### config.mk
export PLATFORM = sky130hd
export DESIGN_NAME = hazard_sequencer
export DESIGN_NICKNAME = d
export VERILOG_FILES = /design/src/rtl/hazard_sequencer.sv
export SDC_FILE = /design/constraint.sdc
export NUM_CORES = 1
export LEC_CHECK = 0
export CAP_MARGIN = 20
export CORE_ASPECT_RATIO = 0.9
export CORE_UTILIZATION = 46
export CTS_CLUSTER_DIAMETER = 80
export DETAILED_ROUTE_END_ITERATION = 10
export GPL_TIMING_DRIVEN = 0
export PLACE_DENSITY = 0.85
export RECOVER_POWER = 25
export REMOVE_ABC_BUFFERS = 1
export SYNTH_ARGS = -nofsm -noshare
export SYNTH_HDL_FRONTEND = slang
export SYNTH_SLANG_ARGS = --single-unit
### constraint.sdc
create_clock -name clk -period 2.9 [get_ports clk]
set_input_delay 0.29 -clock clk [delete_from_list [all_inputs] [get_ports clk]]
set_output_delay 0.29 -clock clk [all_outputs]
set_load 0.005 [all_outputs]
### src/rtl/hazard_sequencer.sv
// hazard_sequencer: pipeline hazard controller for a five-stage (F, D, E, M, W) ARM core.
//
// Purpose:
//   - Operand forwarding selects for the two E-stage source operands.
//   - Load-use and taken-branch stall/flush control.
//   - Multi-cycle data-memory wait sequencing with a timeout watchdog (IDLE/WAIT/ERR).
//   - Saturating performance counter of cycles in which fetch is stalled.
//
// Ports:
//   clk                     system clock, rising edge
//   reset                   asynchronous, active-low reset
//   RA1D, RA2D              decode-stage source register addresses
//   RA1E, RA2E              execute-stage source register addresses
//   WA3E, WA3M, WA3W        destination addresses in E, M, W
//   RegWE, RegWM, RegWW     register-write enables per stage
//   MemtoRegE               E-stage instruction is a load
//   BranchTakenE            branch resolved taken in E
//   MemReqM, MemReadyM      M-stage memory request / completion
//   ForwardAE, ForwardBE    00 = register file, 01 = W result, 10 = M ALU result
//   StallF/D/E/M            hold stage register
//   FlushD/E/W              clear stage register to a bubble
//   MemErr                  sticky memory-timeout error
//   StallCount              saturating count of cycles with StallF=1

module hazard_sequencer #(
    parameter int unsigned TIMEOUT = 64,
    parameter int unsigned CW      = 16
) (
    input  logic          clk,
    input  logic          reset,
    input  logic [3:0]    RA1D,
    input  logic [3:0]    RA2D,
    input  logic [3:0]    RA1E,
    input  logic [3:0]    RA2E,
    input  logic [3:0]    WA3E,
    input  logic [3:0]    WA3M,
    input  logic [3:0]    WA3W,
    input  logic          RegWE,
    input  logic          RegWM,
    input  logic          RegWW,
    input  logic          MemtoRegE,
    input  logic          BranchTakenE,
    input  logic          MemReqM,
    input  logic          MemReadyM,
    output logic [1:0]    ForwardAE,
    output logic [1:0]    ForwardBE,
    output logic          StallF,
    output logic          StallD,
    output logic          StallE,
    output logic          StallM,
    output logic          FlushD,
    output logic          FlushE,
    output logic          FlushW,
    output logic          MemErr,
    output logic [CW-1:0] StallCount
);

    // Wait counter only needs to reach TIMEOUT-1.
    localparam int unsigned    WW       = $clog2(TIMEOUT);
    localparam logic [WW-1:0]  WaitLast = WW'(TIMEOUT - 1);

    typedef enum logic [1:0] {
        StIdle,
        StWait,
        StErr
    } state_e;

    state_e        state_q;
    logic [WW-1:0] wait_cnt_q;
    logic          mem_err_q;
    logic [CW-1:0] stall_cnt_q;

    logic          mem_stall;
    logic          ld_stall;

    // R15 is the PC and is never forwarded; M result beats W result.
    function automatic logic [1:0] fwd_sel(input logic [3:0] ra,
                                           input logic       we_m,
                                           input logic [3:0] wa_m,
                                           input logic       we_w,
                                           input logic [3:0] wa_w);
        logic [1:0] sel;
        sel = 2'b00;
        if (ra != 4'hF) begin
            if (we_m && (wa_m == ra)) begin
                sel = 2'b10;
            end else if (we_w && (wa_w == ra)) begin
                sel = 2'b01;
            end
        end
        return sel;
    endfunction

    // Memory stall is a function of the current state and this cycle's handshake, so it
    // drops in the very cycle MemReadyM arrives.
    always_comb begin
        mem_stall = 1'b0;
        case (state_q)
            StIdle:  mem_stall = MemReqM && !MemReadyM;
            StWait:  mem_stall = !MemReadyM;
            StErr:   mem_stall = 1'b1;
            default: mem_stall = 1'b1;
        endcase
    end

    assign ld_stall = MemtoRegE && RegWE && ((WA3E == RA1D) || (WA3E == RA2D));

    // Priority: memory stall > taken branch > load-use. All outputs are forced low while
    // reset is asserted, independent of the clock.
    always_comb begin
        ForwardAE = 2'b00;
        ForwardBE = 2'b00;
        StallF    = 1'b0;
        StallD    = 1'b0;
        StallE    = 1'b0;
        StallM    = 1'b0;
        FlushD    = 1'b0;
        FlushE    = 1'b0;
        FlushW    = 1'b0;
        if (reset) begin
            ForwardAE = fwd_sel(RA1E, RegWM, WA3M, RegWW, WA3W);
            ForwardBE = fwd_sel(RA2E, RegWM, WA3M, RegWW, WA3W);
            if (mem_stall) begin
                StallF = 1'b1;
                StallD = 1'b1;
                StallE = 1'b1;
                StallM = 1'b1;
                FlushW = 1'b1;
            end else if (BranchTakenE) begin
                FlushD = 1'b1;
                FlushE = 1'b1;
            end else if (ld_stall) begin
                StallF = 1'b1;
                StallD = 1'b1;
                FlushE = 1'b1;
            end
        end
    end

    // Memory-wait watchdog FSM.
    always_ff @(posedge clk or negedge reset) begin
        if (!reset) begin
            state_q    <= StIdle;
            wait_cnt_q <= '0;
            mem_err_q  <= 1'b0;
        end else begin
            case (state_q)
                StIdle: begin
                    if (MemReqM && !MemReadyM) begin
                        state_q    <= StWait;
                        wait_cnt_q <= WW'(1);
                    end
                end
                StWait: begin
                    if (MemReadyM) begin
                        state_q    <= StIdle;
                        wait_cnt_q <= '0;
                    end else if (wait_cnt_q == WaitLast) begin
                        state_q   <= StErr;
                        mem_err_q <= 1'b1;
                    end else begin
                        wait_cnt_q <= wait_cnt_q + WW'(1);
                    end
                end
                StErr:   state_q <= StErr;
                default: state_q <= StErr;
            endcase
        end
    end

    // Saturating stall-cycle counter.
    always_ff @(posedge clk or negedge reset) begin
        if (!reset) begin
            stall_cnt_q <= '0;
        end else if (StallF && (stall_cnt_q != {CW{1'b1}})) begin
            stall_cnt_q <= stall_cnt_q + CW'(1);
        end
    end

    assign MemErr     = mem_err_q;
    assign StallCount = stall_cnt_q;

endmodule

### After elaboration in Yosys (flattened, before gate mapping)

Index checks and enable logic that the tools add are counted.

| word-level totals | value |
|---|---|
| register bits after elaboration | 25 |
| input port bits | 37 |
| logic and storage cells | 65 |

| cells by class | value |
|---|---|
| add/subtract/negate cells | 2 |
| eq/ne operators | 14 |
| multiplexer cells | 29 |
| bitwise gates (word level) | 1 |
| reduce and logical (&&, ||, !) cells | 15 |

Operators by type and width:

| cell | number |
|---|---|
| 4-bit == test | 6 |
| 2-bit two-way mux | 9 |
| 6-bit two-way mux | 3 |
| 16-bit by 1-bit adder with 16-bit output, second input constant | 1 |
| 16-bit != test, second input constant | 1 |
| 1-bit two-way mux | 14 |
| 6-bit one-hot mux with 2 select lines | 1 |
| 1-bit logical AND | 8 |
| 4-bit != test, second input constant | 2 |
| 6-bit by 1-bit adder with 6-bit output, second input constant | 1 |
| 6-bit == test, second input constant | 1 |
| 3-bit != test, second input constant | 2 |
| 3-bit AND reduction | 2 |
| 2-bit one-hot mux with 2 select lines | 1 |
| 2-bit by 1-bit == test with 1-bit output, second input constant | 1 |
| 2-bit logical NOT | 1 |
| 2-bit != test, second input constant | 1 |
| 1-bit one-hot mux with 2 select lines | 1 |
| 2-bit AND reduction | 1 |
| 2-bit nonzero test | 1 |
| 1-bit logical NOT | 1 |
| 1-bit logical OR | 1 |
| 1-bit NOT | 1 |

### Longest topological paths before layout

Gate-level depths: netlist of run 1.

| depth | value |
|---|---|
| depth after elaboration | 8 |
| gate-level depth with buffers | 7 |
| depth with buffers taken out | 7 |

### Worst setup path after synthesis of run 1

No wires, ideal clock.

| timing path | value |
|---|---|
| path kind | register to register |
| start | register stall_cnt_q[0] (netlist: StallCount[0]) |
| end | register stall_cnt_q[3] (netlist: StallCount[3]) |
| library setup time | 124 ps |
| arrival time | 1713 ps |
| data required time | 2776 ps |
| path slack | 1063 ps |
| cell stages (with the launch flop) | 8 |
| path buffers | 1 |
| period minus slack after synthesis | 1837 ps |
| cells stage by stage | dfrtp_1 -> ha_1 -> and3_2 -> and3_4 -> a32oi_4 -> buf_6 -> nand4_1 -> xnor2_1 |

| on the way | value |
|---|---|
| word-level cells in the longest chain between the ends | 2 |

Ends and longest elaborated chain:

| element | line | source |
|---|---|---|
| start: declaration | 71 | `logic [CW-1:0] stall_cnt_q;` |
| start signal: assignment | 176 | `stall_cnt_q <= stall_cnt_q + CW'(1);` |
| parallel branches: the longest is 2 deep, another holds 16-bit by 1-bit adder with 16-bit output | -- |  |

Parallel ways; which one is timed is not known.
A chain may end at the register's enable or synchronous reset.

### Worst setup path in the final report of run 1

| timing path | value |
|---|---|
| start | input port reset |
| end | output port StallD |

| on the way | value |
|---|---|
| word-level cells in the longest chain between the ends | 1 |

Ends and longest elaborated chain:

| element | line | source |
|---|---|---|
| start: declaration | 30 | `input logic reset,` |
| 1-bit two-way mux | 120 | `if (reset) begin` |
| end: declaration | 48 | `output logic StallD,` |

No other way between the ends.

==> results of run 1 <==
metal layers:
metal	wire, um	up-vias
met5	0	-
met4	39	0
met3	276	4
met2	1580	59
met1	1700	676
li1	-	718
layout make-up:
| class | instances | area [um2] | area share |
|---|---|---|---|
| clock inverters | 1 | 5.00 | 0.00216 |
| repair buffers | 65 | 656 | 0.284 |
| multi-input cells | 135 | 921 | 0.398 |
| clock buffers | 3 | 41.3 | 0.0179 |
| inverters | 3 | 11.3 | 0.00487 |
| well taps | 42 | 52.6 | 0.0227 |
| flip-flops and latches | 25 | 626 | 0.271 |
worst max-delay path: stages:
cell and delay, ns:
clkdlybuf4s50_1 0.95, o21ai_0 0.42, nand2_1 0.21, clkdlybuf4s50_1 0.52
how the worst min path moves through the flow:
stage,to,slack (ns),from,depth (start not counted)
6_report,StallCount[15],0.45,reset,1
5_1_grt,MemErr,0.50,MemErr,1
4_1_cts,MemErr,0.47,MemErr,1
3_5_place_dp,MemErr,0.45,MemErr,1
3_3_place_gp,MemErr,0.45,MemErr,1
2_1_floorplan,MemErr,-0.006,reset,0
sequential cells by signal, indices dropped and copies added (netlist names):
name        cells
wait_cnt_q      6
StallCount     16
MemErr          1
state_q         2
placed cells by master (no fill, tap or decap):
cell type and n:
a21o_1 1, a21oi_1 2, a31oi_1 1, a32oi_4 1
and2_1 1, and3_1 12, and3_2 2, and3_4 1
buf_8 1, clkbuf_8 3, clkdlybuf4s50_1 64, clkinv_2 1
dfrtp_1 25, ha_1 2, inv_1 3, mux2_2 2
nand2_1 20, nand2b_1 1, nand3_1 5, nand4_1 13
nor2_1 11, nor3b_1 1, nor4_1 2, nor4_2 1
nor4_4 1, o211a_1 1, o21ai_0 12, o21ai_2 1
o31ai_1 1, or3_1 2, xnor2_1 23, xor2_1 15
cell families after synthesis:
logic type | share of synthesized area
buffers and inverters | 0.0283
adders and majority gates | 0.0157
DFF | 0.393
and+or+nand+nor | 0.253
muxes | 0.0141
AOI/OAI and AO/OA | 0.0865
xor gates and xnor gates | 0.209
power by group:
part           internal [uW]  switching (uW)
Combinational            196             106
Sequential               396            58.0
Clock                   96.1             110
Total                    688             274
stage by stage:
step,setup WS (ns),hold slack [ns]
final,0.218,0.453
after global routing,0.0111,0.501
after CTS,0.132,0.470
after detailed placement,0.100,0.445
after global placement,-0.502,0.447
after floorplan,0.991,-0.00559
==> run summary, run 1 <==
synth unique cells -> 30
RR Startpoint -> StallCount[0]
vias in the first global route -> 1,428
routing usage on met1 -> 0.286
peak supply drop -> 0.440 mV
count leader, synth -> dfrtp_1
number of synthesized flops with an enable pin -> 0
P&R area growth vs syn -> 45.3%
worst setup path endpoint -> StallD
Crit. End Element -> output pin
Final Skew -> 0.00563 ns
time the worst path needs with I/O delays and setup -> 2.68 ns
Net count, final -> 272
Synth Instances -> 167
drt total wl -> 3.59 mm
P_leak -> 0.000961 uW
Synth top area share -> 0.393
initial DRC count -> 68
share of cells above drive strength 1 -> 0.0603
DR vias -> 1,457
Yosys Warn Count -> 0
Post-CTS Setup Bufs -> 0
Syn Std Cell Area -> 1590 um2
die area -> 3700 um2
clk_lat worst skew -> 0.27 ns
P per Cell Area -> 416 nW/um2
post-route ant nets -> 0
TritonCTS Buffers -> 3
#FFs+latches synth -> 25
Required @ worst endpoint -> 2.61 ns
post-route cell area -> 2310 um2
most common library cells after synthesis -> dfrtp_1 (25), xnor2_1 (23), nand2_1 (20)
met3 Use GR -> 0.0551
IO Pins -> 65
average size of a mapped cell -> 9.53 um2
FMAX -> 0.373 GHz
clock slew at reported path FFs -> 0.09 ns
first-pass GRT wire length -> 6.33 mm
floorplan die height -> 57.8 um
Post-CTS Hold Buffers -> 0
unrepaired setup endpoints after global routing -> false
Pins Over Slew Limit -> 0
type of the worst setup path -> primary input to output pin
sequential cell area fraction in the yosys report -> 0.393
Setup TNS Final -> 0 ns
crit path from -> reset
Worst Tran Pin Value -> 0.737 ns
grt peak-use layer -> met2
Synth async-reset ratio -> 1.00
Placer Congestion -> 0.843
# setup viols final -> 0
clock buffer depth -> 2
drt pass-1 iters -> 4
PostCTS Resize Cnt -> 0
cell at the root of the clock tree -> clkbuf_8
Max-Cap Viols -> 0
Slew HR -> 0.507
number of antenna repair diodes -> 0
GRT overflow -> 0
final worst path period share -> 0.925
CP Max Fanout -> 18
fin cells -> 274
initial antenna violation count -> 0
HP Class -> primary input to async pin
Initial Util -> 0.503
RR Endpoint -> StallCount[1]
placed cell areas -> 2270 um2
Final Hold Violating Endpoints -> 0
Yosys top cell by area -> dfrtp_1
H-Tree Level Count -> 1
largest net degree at the start of global routing -> 19
critical path data arrival time -> 2.39 ns
clk sinks -> 25
Util after Layout -> 0.731
core area -> 3160 um2
die width -> 64 um
GRT Total Usage -> 0.219
Power, Total -> 962 uW
met2 usage -> 0.351
residual DRC count -> 0
Rows -> 19
DP Wirelength -> 2.86 mm
depth of the worst register-to-register path -> 5
Via density -> 5.32
leading post-synthesis cells by cell area -> dfrtp_1 (39%), xnor2_1 (13%), xor2_1 (8.3%), nand4_1 (5.1%), and3_1 (4.7%)
PortBufs -> 64
FILL cells -> 245
wire length per cell -> 13.1 um
placed cell count -> 270
R2R Setup Slk -> 0.83 ns
CTS tree -> built
Setup crit start kind -> primary input
status -> finished clean
Synth Flop Type -> dfrtp_1
(Power assumes the default switching activity.)
==> inputs of run 2 (changes only) <==
--- a/config.mk
+++ b/config.mk
@@ -14,6 +14,7 @@
 export PLACE_DENSITY = 0.85
 export RECOVER_POWER = 25
 export REMOVE_ABC_BUFFERS = 1
+export SETUP_SLACK_MARGIN = 0.5
 export SYNTH_ARGS = -nofsm -noshare
 export SYNTH_HDL_FRONTEND = slang
 export SYNTH_SLANG_ARGS = --single-unit
==> run summary, run 2 (same netlist as run 1, synthesis figures left out) <==
number of antenna repair diodes -> 0
clk sinks -> 25
residual DRC count -> 0
drt total wl -> 3.68 mm
initial antenna violation count -> 0
crit path from -> reset
Required @ worst endpoint -> 2.61 ns
Fin Hold WS -> 0.112 ns
Setup crit start kind -> primary input
TritonCTS Buffers -> 3
floorplan die height -> 57.8 um
P per Cell Area -> 413 nW/um2
clk_lat worst skew -> 0.27 ns
# setup viols final -> 0
Placer Congestion -> 0.843
wire length per cell -> 13.4 um
DR vias -> 1,469
peak supply drop -> 0.440 mV
critical path data arrival time -> 2.10 ns
status -> finished clean
FMAX -> 0.418 GHz
DP Wirelength -> 2.86 mm
multi-input logic area -> 936 um2
max reg flops -> 16
largest net degree at the start of global routing -> 19
die width -> 64 um
RR Endpoint -> StallCount[1]
Final Hold Violating Endpoints -> 0
Max-Cap Viols -> 0
Pins Over Slew Limit -> 0
R2R Setup Slk -> 0.83 ns
Rows -> 19
post-route cell area -> 2330 um2
initial DRC count -> 65
type of the worst setup path -> primary input to output pin
FILL cells -> 238
GRT Total Usage -> 0.219
Initial Util -> 0.503
depth of the worst register-to-register path -> 5
Net count, final -> 273
time the worst path needs with I/O delays and setup -> 2.39 ns
IO Pins -> 65
clock buffer depth -> 2
cell at the root of the clock tree -> clkbuf_8
drt pass-1 iters -> 4
Post-CTS Hold Buffers -> 0
highest-count cells in the layout ignoring fill and taps -> clkdlybuf4s50_1 (59), dfrtp_1 (25), xnor2_1 (23)
die area -> 3700 um2
H-Tree Level Count -> 1
worst setup path endpoint -> ForwardAE[0]
GRT overflow -> 0
final worst path period share -> 0.825
placed cell areas -> 2270 um2
CP Max Fanout -> 18
post-route ant nets -> 0
RR Startpoint -> StallCount[0]
Final Skew -> 0.00545 ns
CTS tree -> built
Slew HR -> 0.409
Reg area -> 626 um2
share of cells above drive strength 1 -> 0.0773
PortBufs -> 64
vias in the first global route -> 1,428
unrepaired setup endpoints after global routing -> true
Via density -> 5.34
HP Class -> primary input to async pin
clock slew at reported path FFs -> 0.09 ns
most common cell after layout, fill and taps aside -> clkdlybuf4s50_1
core area -> 3160 um2
P_leak -> 0.000997 uW
P&R area growth vs syn -> 46.7%
Worst Tran Pin Value -> 0.887 ns
first-pass GRT wire length -> 6.33 mm
Crit. End Element -> output pin
run 2: cell types whose count changed in the layout (fill, tap and decap cells not counted), sizes merged:
cell | before | now
clkbuf | 3 | 4
clkdlybuf4s50 | 64 | 59
dlymetal6s2s | 0 | 3
buf | 1 | 2
dlygate4sd2 | 0 | 1
run 2: power breakdown:
group | internal, uW | total [uW] | leakage [uW] | switching [uW]
logic | 196 | 305 | 0.000649 | 109
registers | 396 | 454 | 0.000322 | 58.0
clock network | 96.1 | 206 | 0.0000255 | 110
total | 688 | 965 | 0.000997 | 277
run 2: per-layer routing:
| metal | up-vias | GRT usage | share of wire |
|---|---|---|---|
| met5 | - | 0 | 0 |
| met4 | 0 | 0.0844 | 0.011 |
| met3 | 6 | 0.0551 | 0.080 |
| met2 | 72 | 0.351 | 0.45 |
| met1 | 674 | 0.286 | 0.46 |
| li1 | 717 | - | - |
run 2: layout make-up:
cell class | instances | share of cell area
inverter | 3 | 0.00482
multi-input combinational | 135 | 0.401
clock buffer | 3 | 0.0177
tap | 42 | 0.0225
clock inverter | 1 | 0.00214
timing repair buffer | 66 | 0.284
sequential | 25 | 0.268
run 2: through the flow:
step	util	cells	total power (uW)	worst slack, ns	TNS [ns]
floorplan	-	163	567	0.991	0
global placement	0.712	269	755	-0.502	-8.85
detailed placement	0.717	270	764	0.100	0
CTS	0.734	275	973	0.501	0
global route	0.738	275	1020	0.285	0
finish	0.738	275	965	0.508	0
run 2: repair_timing:
action                     in CTS  in global routing
gates resized for setup         4                  7
setup endpoints to repair      21                  7
gates cloned                    0                  0
buffers inserted                1                  0
pin swaps                       2                  1
run 2: worst min path at each step:
stage	endpoint	start	cells after the start	slack [ns]
2_1_floorplan	MemErr	reset	0	-0.006
3_3_place_gp	MemErr	MemErr	1	0.45
3_5_place_dp	MemErr	MemErr	1	0.45
4_1_cts	StallCount[15]	reset	1	0.04
5_1_grt	state_q[0]	reset	1	0.18
6_report	StallCount[15]	reset	1	0.11
run 2: critical path, cell delays in order:
cell and delay [ns]:
clkbuf_1 0.65, buf_8 0.25, and3_1 0.17, nand4_1 0.11, nor2_1 0.12, clkdlybuf4s50_1 0.51
==> inputs of run 3 (changes only) <==
--- a/config.mk
+++ b/config.mk
@@ -7,11 +7,11 @@
 export LEC_CHECK = 0
 export CAP_MARGIN = 20
 export CORE_ASPECT_RATIO = 0.9
-export CORE_UTILIZATION = 46
+export CORE_UTILIZATION = 43
 export CTS_CLUSTER_DIAMETER = 80
 export DETAILED_ROUTE_END_ITERATION = 10
 export GPL_TIMING_DRIVEN = 0
-export PLACE_DENSITY = 0.85
+export PLACE_DENSITY = 0.8
 export RECOVER_POWER = 25
 export REMOVE_ABC_BUFFERS = 1
 export SETUP_SLACK_MARGIN = 0.5
==> constraint.sdc (replaced) <==
create_clock -name clk -period 2.4 [get_ports clk]
set_input_delay 0.24 -clock clk [delete_from_list [all_inputs] [get_ports clk]]
set_output_delay 0.24 -clock clk [all_outputs]
set_load 0.005 [all_outputs]
==> run summary, run 3 (same netlist as run 1, synthesis figures left out) <==
clock buffer depth -> 2
Rows -> 20
DP Worst Slack -> -0.272 ns
initial antenna violation count -> 0
Power, Total -> 1320 uW
cell at the root of the clock tree -> clkbuf_8
CP Max Fanout -> 2
drt total wl -> 4.17 mm
DP Wirelength -> 2.94 mm
clk sinks -> 25
P per Cell Area -> 521 nW/um2
unrepaired setup endpoints after global routing -> true
Net count, final -> 295
largest net degree at the start of global routing -> 17
Reg area -> 626 um2
Worst Tran Pin Value -> 0.735 ns
NetSw -> 392 uW
Via density -> 5.11
type of the worst setup path -> primary input to output pin
Max-Cap Viols -> 0
Initial Util -> 0.461
P&R area growth vs syn -> 59.4%
H-Tree Level Count -> 1
Hold EP -> state_q[0]
RR Endpoint -> StallCount[1]
Hold Crit Depth -> 2
multi-input logic area -> 990 um2
RR Startpoint -> StallCount[2]
post-route ant nets -> 0
Setup TNS Final -> 0 ns
post-route cell area -> 2540 um2
drt pass-1 iters -> 4
placed cell areas -> 2280 um2
internal power -> 928 uW
hold_sp -> MemReadyM
Sw Ratio -> 0.297
wire length per cell -> 13.9 um
Util after Layout -> 0.734
Setup crit start kind -> primary input
core area -> 3450 um2
residual DRC count -> 0
highest-count cells in the layout ignoring fill and taps -> clkdlybuf4s50_1 (30), dfrtp_1 (25), dlygate4sd2_1 (24)
floorplan die height -> 59.7 um
R2R Setup Slk -> 0.53 ns
P_leak -> 0.00119 uW
Required @ worst endpoint -> 2.16 ns
die width -> 66.1 um
most common cell after layout, fill and taps aside -> clkdlybuf4s50_1
Comb pwr share -> 0.395
initial DRC count -> 75
depth of the worst register-to-register path -> 6
clk_lat worst skew -> 0.27 ns
Flop pwr share -> 0.405
Slew HR -> 0.508
status -> finished clean
vias in the first global route -> 1,386
Crit. End Element -> output pin
GRT overflow -> 0
first-pass GRT wire length -> 6.37 mm
FILL cells -> 250
critical path data arrival time -> 1.65 ns
CTS tree -> built
time the worst path needs with I/O delays and setup -> 1.89 ns
clock slew at reported path FFs -> 0.09 ns
Clock power frac -> 0.199
Final Hold Violating Endpoints -> 0
# setup viols final -> 0
final worst path period share -> 0.785
IO Pins -> 65
DR vias -> 1,528
FMAX -> 0.531 GHz
number of antenna repair diodes -> 0
max reg flops -> 16
share of cells above drive strength 1 -> 0.176
Placer Congestion -> 0.806
HP Class -> primary input to register
GRT Total Usage -> 0.211
Final WS setup -> 0.515 ns
peak supply drop -> 0.328 mV
Pins Over Slew Limit -> 0
TritonCTS Buffers -> 3
die area -> 3950 um2
PortBufs -> 64
Final Skew -> 0.00913 ns
[run 3: changes by cell type in the layout (fill, tap and decap cells not counted), moves of 2 or more]
cell / previous run / this run
buf_2: 0 / 2
and3_4: 1 / 3
buf_4: 1 / 18
dlygate4sd3_1: 0 / 2
xor2_1: 15 / 11
dlymetal6s2s_1: 3 / 8
clkdlybuf4s50_1: 59 / 30
xor2_2: 0 / 4
buf_6: 0 / 2
dlygate4sd2_1: 1 / 24
[run 3: metal layers]
metal  track usage  vias to the layer above  share of wire
li1              -                      758              -
met4        0.0274                        0         0.0024
met5             0                        -              0
met2         0.357                       35           0.52
met3        0.0420                        2          0.042
met1         0.288                      733           0.44
[run 3: worst max-delay path by stage]
stage / slack (ns) / to / cells past startpoint / start
2_1_floorplan: 0.49 / StallCount[1] / 5 / StallCount[0]
3_3_place_gp: -0.86 / StallCount[1] / 4 / reset
3_5_place_dp: -0.27 / StallCount[1] / 6 / reset
4_1_cts: 0.50 / ForwardBE[0] / 6 / WA3W[2]
5_1_grt: 0.38 / FlushD / 5 / state_q[0]
6_report: 0.51 / FlushD / 6 / MemReqM
[run 3: critical path: stages]
cell and delay [ns]:
clkdlybuf4s50_1 0.43, nor2_1 0.11, nor2_1 0.07, nor2_1 0.13, and3_1 0.16, clkdlybuf4s50_1 0.50
[run 3: area by class of cell]
class,count,area share
multi-input combinational,135,0.390
inverter,3,0.00444
tap,44,0.0217
timing repair buffer,88,0.318
clock inverter,1,0.00296
sequential,25,0.247
clock buffer,3,0.0163
[run 3: power groups by stage]
stage                     combinational (uW)  clock (uW)  sequential [uW]
final                                    522         263              535
after floorplan                          137           0              549
after global placement                   352           0              555
after global routing                     570         283              542
after detailed placement                 370           0              559
after CTS                                397         268              541
[run 3: per-stage QoR]
step | hold WS, ns | cells
2_1_floorplan | -0.0556 | 163
3_3_place_gp | 0.441 | 271
3_5_place_dp | 0.448 | 272
4_1_cts | 0.410 | 286
5_1_grt | 0.448 | 299
6_report | 0.411 | 299
[run 3: repair_timing]
| action | 4_1_cts | 5_1_grt |
|---|---|---|
| hold buffers | 2 | 0 |
| pin swaps | 13 | 12 |
| gates resized for setup | 41 | 16 |
| endpoints found under the setup margin | 27 | 22 |
| setup buffers | 8 | 12 |
| endpoints found under the hold margin | 9 | 0 |
| cloned | 0 | 1 |
